--- config.mk ---
export PLATFORM = sky130hd
export DESIGN_NAME = instr_sequencer
export DESIGN_NICKNAME = d
export VERILOG_FILES = /design/src/rtl/instr_sequencer_pkg.sv /design/src/rtl/seq_prog_ram.sv /design/src/rtl/instr_sequencer.sv
export SDC_FILE = /design/constraint.sdc
export NUM_CORES = 1
export LEC_CHECK = 0
export ABC_AREA = 1
export BUFFER_PORTS_ARGS = -buffer_cell sky130_fd_sc_hd__buf_2
export CORE_UTILIZATION = 55
export DETAILED_ROUTE_END_ITERATION = 7
export PLACE_DENSITY = 0.69
export SYNTH_ARGS = -nofsm -noshare
export SYNTH_HDL_FRONTEND = slang
export SYNTH_SLANG_ARGS = --single-unit
--- constraint.sdc ---
create_clock -name clk_50MHz -period 4.8 [get_ports clk_50MHz]
set_input_delay 1.2 -clock clk_50MHz [delete_from_list [all_inputs] [get_ports clk_50MHz]]
set_output_delay 1.2 -clock clk_50MHz [all_outputs]
set_load 0.05 [all_outputs]
--- src/rtl/instr_sequencer_pkg.sv ---
// instr_sequencer_pkg: shared FSM state encoding and instruction field positions.
package instr_sequencer_pkg;
  typedef enum logic [2:0] {IDLE, FETCH, ISSUE, WAIT, FINISH} state_t;
  localparam int OP_HI = 15;
  localparam int OP_LO = 13;
  localparam int IMM_BIT = 12;
  localparam int RX_HI = 11;
  localparam int RX_LO = 9;
  localparam int RY_HI = 2;
  localparam int RY_LO = 0;
  function automatic logic [2:0] op_of(input logic [15:0] instr);
    return instr[OP_HI:OP_LO];
  endfunction
endpackage

--- src/rtl/seq_prog_ram.sv ---
// seq_prog_ram: program RAM with one write port and one enabled synchronous read port.
module seq_prog_ram
  import instr_sequencer_pkg::*;
#(
  parameter int DATA_W = 16,
  parameter int ADDR_W = 5
) (
  input  logic              clk,
  input  logic              rst,
  input  logic              we,
  input  logic [ADDR_W-1:0] waddr,
  input  logic [DATA_W-1:0] wdata,
  input  logic              re,
  input  logic [ADDR_W-1:0] raddr,
  output logic [DATA_W-1:0] rdata
);
  logic [DATA_W-1:0] mem [2**ADDR_W];
  always_ff @(posedge clk) begin
    if (we) mem[waddr] <= wdata;
  end
  // rdata only changes on a read, so it doubles as the held instruction bus
  always_ff @(posedge clk or posedge rst) begin
    if (rst) rdata <= '0;
    else if (re) rdata <= mem[raddr];
  end
endmodule

--- src/rtl/instr_sequencer.sv ---
// instr_sequencer: program RAM driven issue of instructions to a processor; SEQ_TIMEOUT_EN enables the WAIT timeout abort.
module instr_sequencer
  import instr_sequencer_pkg::*;
#(
  parameter int DATA_W = 16,
  parameter int ADDR_W = 5,
  parameter int TIMEOUT_CYCLES = 256
) (
  input  logic              clk_50MHz,
  input  logic              reset,
  input  logic              start,
  input  logic              stop,
  input  logic [ADDR_W-1:0] last_addr,
  input  logic              load_we,
  input  logic [ADDR_W-1:0] load_addr,
  input  logic [DATA_W-1:0] load_data,
  output logic [DATA_W-1:0] DIN,
  output logic              run,
  input  logic              proc_done,
  output logic              busy,
  output logic              finished,
  output logic [ADDR_W-1:0] pc,
  output logic              error
);
  state_t state, state_n;
  logic [ADDR_W-1:0] last_q;
  logic stop_pend, stop_now, last_hit, to_hit, idle_like;
  assign idle_like = state == IDLE || state == FINISH;
  assign busy = !idle_like;
  assign run = state == ISSUE;
  assign finished = state == FINISH;
  assign stop_now = stop_pend | stop;
  assign last_hit = pc == last_q;
  seq_prog_ram #(.DATA_W(DATA_W), .ADDR_W(ADDR_W)) u_ram (
    .clk(clk_50MHz), .rst(reset), .we(load_we && idle_like), .waddr(load_addr),
    .wdata(load_data), .re(state == FETCH), .raddr(pc), .rdata(DIN)
  );
`ifdef SEQ_TIMEOUT_EN
  localparam int CW = $clog2(TIMEOUT_CYCLES) + 1;
  logic [CW-1:0] cnt;
  assign to_hit = state == WAIT && !proc_done && cnt == CW'(TIMEOUT_CYCLES - 1);
  always_ff @(posedge clk_50MHz or posedge reset) begin
    if (reset) begin
      cnt <= '0;
      error <= 1'b0;
    end else begin
      cnt <= state == WAIT ? cnt + 1'b1 : '0;
      error <= to_hit ? 1'b1 : (idle_like && start) ? 1'b0 : error;
    end
  end
`else
  assign to_hit = 1'b0;
  assign error = 1'b0;
`endif
  always_comb begin
    state_n = state;
    case (state)
      IDLE, FINISH: state_n = start ? FETCH : state;
      FETCH:        state_n = ISSUE;
      ISSUE:        state_n = WAIT;
      WAIT:         state_n = proc_done ? (stop_now ? IDLE : last_hit ? FINISH : FETCH)
                            : to_hit ? FINISH : WAIT;
      default:      state_n = IDLE;
    endcase
  end
  always_ff @(posedge clk_50MHz or posedge reset) begin
    if (reset) begin
      state <= IDLE;
      pc <= '0;
      last_q <= '0;
      stop_pend <= 1'b0;
    end else begin
      state <= state_n;
      if (idle_like && start) begin
        pc <= '0;
        last_q <= last_addr;
        stop_pend <= 1'b0;
      end else if (state == WAIT && proc_done) begin
        pc <= stop_now ? '0 : last_hit ? pc : pc + 1'b1;
        stop_pend <= 1'b0;
      end else if (busy && stop) begin
        stop_pend <= 1'b1;
      end
    end
  end
endmodule

=== After elaboration in Yosys (flattened, before gate mapping) ===
Memory sizes are Yosys's and may differ from the RTL's. A register that Yosys moved wholly into a read port is not among the register bits.
Cells that the tools add are included.

* Flip-flop bits (word level): 14
* Bits in latches: 0
* RAM bits: 512
* Bits in read-only memories: 0
* Input port bits: 32
* Logic and storage cells: 39
* Memories kept: 1

* $add $sub $neg: 1
* Multiply operators: 0
* Divide/modulo/power cells: 0
* Order comparisons: 0
* Equality and inequality tests: 7
* Shift-type cells: 0
* Mux-type cells: 14
* Bitwise gates (word level): 1
* Reduce and logical (&&, ||, !) cells: 11

{| class="wikitable"
|+ Memories
! memory !! words !! bits a word !! read ports !! clocked after Yosys merged registers in !! wr ports !! RTL line !! RTL
|-
| u_ram.mem || 32 || 16 || 1 || 1 || 1 || seq_prog_ram.sv:17 || <nowiki>logic [DATA_W-1:0] mem [2**ADDR_W];</nowiki>
|}

{| class="wikitable"
|+ Operators with widths
! cell !! number
|-
| two-way mux 5 bit || 4
|-
| two-way mux 3 bit || 4
|-
| case mux 3 bit (4 select lines) || 1
|-
| == test 3 x 2 -> 1 bit (second input constant) || 2
|-
| adder 5 x 1 -> 5 bit (second input constant) || 1
|-
| == test 5 bit || 1
|-
| two-way mux 1 bit || 5
|-
| logical AND 1 bit || 4
|-
| == test 3 x 1 -> 1 bit (second input constant) || 1
|-
| == test 3 bit (second input constant) || 1
|-
| zero test 3 bit || 1
|-
| inequality test 3 x 2 -> 1 bit (second input constant) || 1
|-
| nonzero test 3 bit || 1
|-
| inequality test 2 bit (second input constant) || 1
|-
| AND reduction 2 bit || 1
|-
| nonzero test 2 bit || 1
|-
| OR reduction 2 bit || 1
|-
| zero test 1 bit || 1
|-
| logical OR 1 bit || 1
|-
| bitwise OR 1 bit || 1
|}

=== Logic depth before layout (Yosys ltp) ===
* Word-level depth: 7
* Depth in mapped cells: 12
* Depth with buffers taken out: 9

=== Cells and area by module ===
From an unflattened synthesis, not the netlist that was laid out.

* Cell total of the unflattened synthesis: 1903
* Area, all modules: 22338.9 um2

{| class="wikitable"
|+ By module, submodules not included
! module !! times used !! cells an instance !! area an instance (um2)
|-
| seq_prog_ram || 1 || 1799 || 21494.4
|-
| instr_sequencer || 1 || 104 || 844.6
|}

=== Worst setup path before layout ===
Ideal clock, no wire load.

* Path kind: in2reg
* Start: input load_we
* End: memory u_ram.mem[0][0] (enable)
* Setup time: 0.389 ns
* Arrival: 2.369 ns
* Data required time: 4.411 ns
* Slack: 2.043 ns
* Stages: 4
* Cell sequence: inv_1 -> nor2_1 -> nand3_1 -> nor2_1

* Cells in the longest elaborated chain, start to end: 3

{| class="wikitable"
|+ Ends and longest elaborated chain
! element !! RTL line !! RTL
|-
| start, declared || instr_sequencer.sv:14 || <nowiki>input logic load_we,</nowiki>
|-
| logical AND 1 bit || instr_sequencer.sv:35 || <nowiki>.clk(clk_50MHz), .rst(reset), .we(load_we && idle_like), .waddr(load_addr),</nowiki>
|-
| two-way mux 1 bit || seq_prog_ram.sv:19 || <nowiki>if (we) mem[waddr] <= wdata;</nowiki>
|-
| two-way mux 1 bit (implied by the code) || seq_prog_ram.sv:19 ||
|-
| end, declared || seq_prog_ram.sv:17 ||
|}

No other way between the ends.

=== Worst setup path after layout ===
* Start: register pc[4]
* End: output pc[4]

{| class="wikitable"
|+ RTL lines
! element !! RTL line !! RTL
|-
| start, declared || instr_sequencer.sv:22 || <nowiki>output logic [ADDR_W-1:0] pc,</nowiki>
|-
| start signal, assigned || instr_sequencer.sv:79 || <nowiki>pc <= stop_now ? '0 : last_hit ? pc : pc + 1'b1;</nowiki>
|}

No word-level cell between the ends.

==> results.txt <==
Of all nets on the critical path, the largest fanout is 19. In this run the count of I/O pins placed on the die edge is 57. Synthesis produced 1908 cells. The logs give 58800 um for the total length of routed wires and 2 for the maximum level of the CTS H-tree. Synthesis produced a netlist with a net count of 1941.

The final critical path time including I/O delays and setup is 2.96 ns. At the later pin of the worst-skew pair, clock insertion delay measures 0.59 ns. The total overflow left after global routing is 0. The detailed router finished its first iteration with 2037 violations. After the last flow step, the layout net total stands at 1986. On the final layout, the worst clock skew is 0.0200 ns. The share of the yosys chip area belonging to registers came out at 72.7%. The number of max-slew violations in the final report was 0; the average via count per standard cell was 5.84. The number of failing hold endpoints at the final stage is 0.

The count of distinct cell types in the synthesized netlist was 29. The worst setup path is of the reg -> out kind. The first global-routing pass estimated 85800 um of wire. The area of the mapped netlist was 22200 sq um; the part of the cycle the worst path needs was 61.7%.

After detailed routing, the number of remaining DRC violations is 0. The run gives 0 ns as the total negative slack. Power spread over the standard cell area amounts to 526 nW/um^2. The HPWL reported at the end of detailed placement came out at 34300 um.

The run finished with clean final reports. The area growth from synthesis to layout is 9.81%. At the end of routability-driven placement, the weighted congestion stood at 0.988.

Setup slack closes at 1.84 ns. Setup violations remaining at the end of the flow were counted as 0. After detailed placement, the design holds a cell count of 2424. Counting flops and latches in the post-synthesis netlist gives 542.

The floorplan die height was 203 um. The commonest cells after synthesis are nand2_1 (763), edfxtp_1 (512), nand3_1 (360), buf_2 (45), a21oi_1 (42). During placement, the flow inserted port buffers numbering 55.

After clock tree synthesis, the repair step resized 0 gates. Of the post-synthesis cell area, the dominant cell type holds 69.3%. The worst slack at placement is 1.47 ns. For this run, the number of Yosys warnings is 0.

Cells with a size suffix above 1 make up 9.24% of the layout. For the via count of the first global-routing pass, the log shows 13600. Data on the critical path arrives at its endpoint at 1.76 ns.

The number of diodes was 0. The worst hold path begins at u_ram.rdata[4]. The maximum cell stage delay along the critical path was 0.79 ns; the clock-pin slew on the worst setup and hold paths was 0.06 ns. Among all stages on the critical path, the largest delay is contributed by dfrtp_1. The worst setup path is launched from a flop. The average detailed-routed wire length per instance came out at 23.4 um. Path class of the lowest-slack min-delay path: reg -> reg. The floorplan step defined a core boundary enclosing 39700 sq um. The post-CTS setup-driven buffer insertion count is 0. At the worst endpoint, the required time is 3.60 ns. For the antenna violation net count after detailed routing, the log shows 0. For the initial antenna violation count, the log shows 0. The tools report the initial core utilization as 55.8%.

The total via count after detailed routing is 14700, and the highest clock frequency the design can meet is 0.337 GHz. The cell count along the critical path works out to 1. For this run, the total global-route usage over all layers was measured as 28.9%.

Leading cell type by number of instances after synthesis: nand2_1. The die outline width came out at 203 um. The clock passes through at most 3 buffers. The finished layout holds 2517 standard cells, fillers aside.

In this run the worst setup path begins at pc[4]. The critical path buffer and inverter count works out to 1. The kind of cell adding the most delay to the critical path is flip-flops. The async set-reset flop share out of synthesis was 5.54%. Most area-hungry cell type in the Yosys netlist: edfxtp_1. The tools report the worst-case vdd ir drop as 0.000606 V. The worst setup path is captured at a primary output. The actual transition at the worst max-transition pin is 1.20 ns.

The root buffer cell chosen for the clock tree is clkbuf_16. Setup repair after global routing left no endpoint under its margin. The depth of the worst register-to-register path came out at 10.

Leakage power: 9.13 nW. The tool flagged a number of max-cap violations equal to 0. After synthesis, the mean cell area works out to 11.6 sq um. For the number of hold buffers added after cts, the log shows 0. The total clock sinks came out at 542. The origin of the critical flop-to-flop path is pc[0]. The worst hold path was traced through 2 stages. The number of buffers inserted during clock tree synthesis was 52. The main flop type after synthesis was edfxtp_1.

The number of rows created at floorplan was 73; the first-pass detailed-route iteration total was 6. The synthesized design contains 512 enable-type register cells. Entering global routing, the biggest net connects 236 pins. Walking the worst path, the cells encountered are buf_2. TritonCTS built the clock tree. Overall power consumption after layout is estimated at 12.8 mW. Ranked by total cell area, the synthesized netlist is headed by edfxtp_1 (69%), nand2_1 (13%), nand3_1 (8.1%), dfrtp_1 (3.4%), buf_6 (1.5%). Headroom to the max-slew limit came out at 19.9%.

The run gives 41100 sq um as the die area.
==> power breakdown <==
| group | total [mW] | switching (mW) | internal [mW] | leakage, nW |
|---|---|---|---|---|
| sequential | 5.45 | 0.144 | 5.30 | 4.98 |
| clock | 3.98 | 1.71 | 2.28 | 0.803 |
| combinational | 3.37 | 2.56 | 0.812 | 3.35 |
| total | 12.8 | 4.41 | 8.39 | 9.13 |
==> registers in the layout (all words and copies together), names as in the netlist <==
name,count
last_q,5
pc,5
state,3
stop_pend,1
u_ram.mem,512
u_ram.rdata,16
==> per-layer routing <==
metal,track usage [%],vias up,wire length [um]
li1,-,6679,-
met1,43.6,7026,24400
met2,42.4,879,25800
met3,5.76,104,6980
met4,9.21,0,1660
met5,0,-,0
==> stage by stage <==
| stage | instance area, sq um | hold slack, ns | util, % |
|---|---|---|---|
| finish | 24400 | 0.480 | 61.3 |
| global route | 24400 | 0.502 | 61.3 |
| CTS | 24400 | 0.481 | 61.3 |
| detailed placement | 22700 | 0.467 | 57.2 |
| global placement | 22700 | 0.459 | 57.2 |
| floorplan | 22200 | 0.462 | - |
==> area by class of cell <==
cell class	instances	area [sq um]
clock buffer	61	1360
multi-input combinational	1232	5200
clock inverter	32	279
sequential	542	16100
inverter	26	106
timing repair buffer	99	618
fill	3114	15400
tap	525	657
==> final timing paths <==
check	end	slack (ns)
max in group asynchronous	pc[0]	3.79
setup reg to reg	u_ram.rdata[15]	1.91
hold / removal	u_ram.rdata[4]	0.48
min in group asynchronous	u_ram.rdata[4]	0.69
setup / recovery	pc[4]	1.84
hold reg to reg	u_ram.rdata[4]	0.48
==> cells in the final DEF, fill, tap and decap left out, types with 3 or more instances in the layout <==
cell type    n
clkbuf_16   53
nand2_1    763
clkinv_2    13
clkinv_1    13
o21ai_0      9
clkbuf_1     8
bufinv_16    5
a21oi_1     42
inv_2        4
dfrtp_1     28
nand3_1    360
buf_2       55
edfxtp_1   512
nor2_1      41
buf_4       43
a31oi_1      3
inv_1       19
==> cells by family (layout without fill, tap and decap cells) <==
family | count (synthesis) | in the layout | share of synthesized area (%)
AO/OA/AOI/OAI | 57 | 57 | 1.34
other | 1 | 1 | 0.0169
XOR/XNOR | 1 | 1 | 0.0395
flip-flops | 542 | 542 | 72.7
AND/OR/NAND/NOR | 1172 | 1172 | 22.0
buffers and inverters | 134 | 218 | 3.83
adder cells (fa/ha/maj) | 1 | 1 | 0.0564
Note: power is estimated with default switching activity, not from simulation.
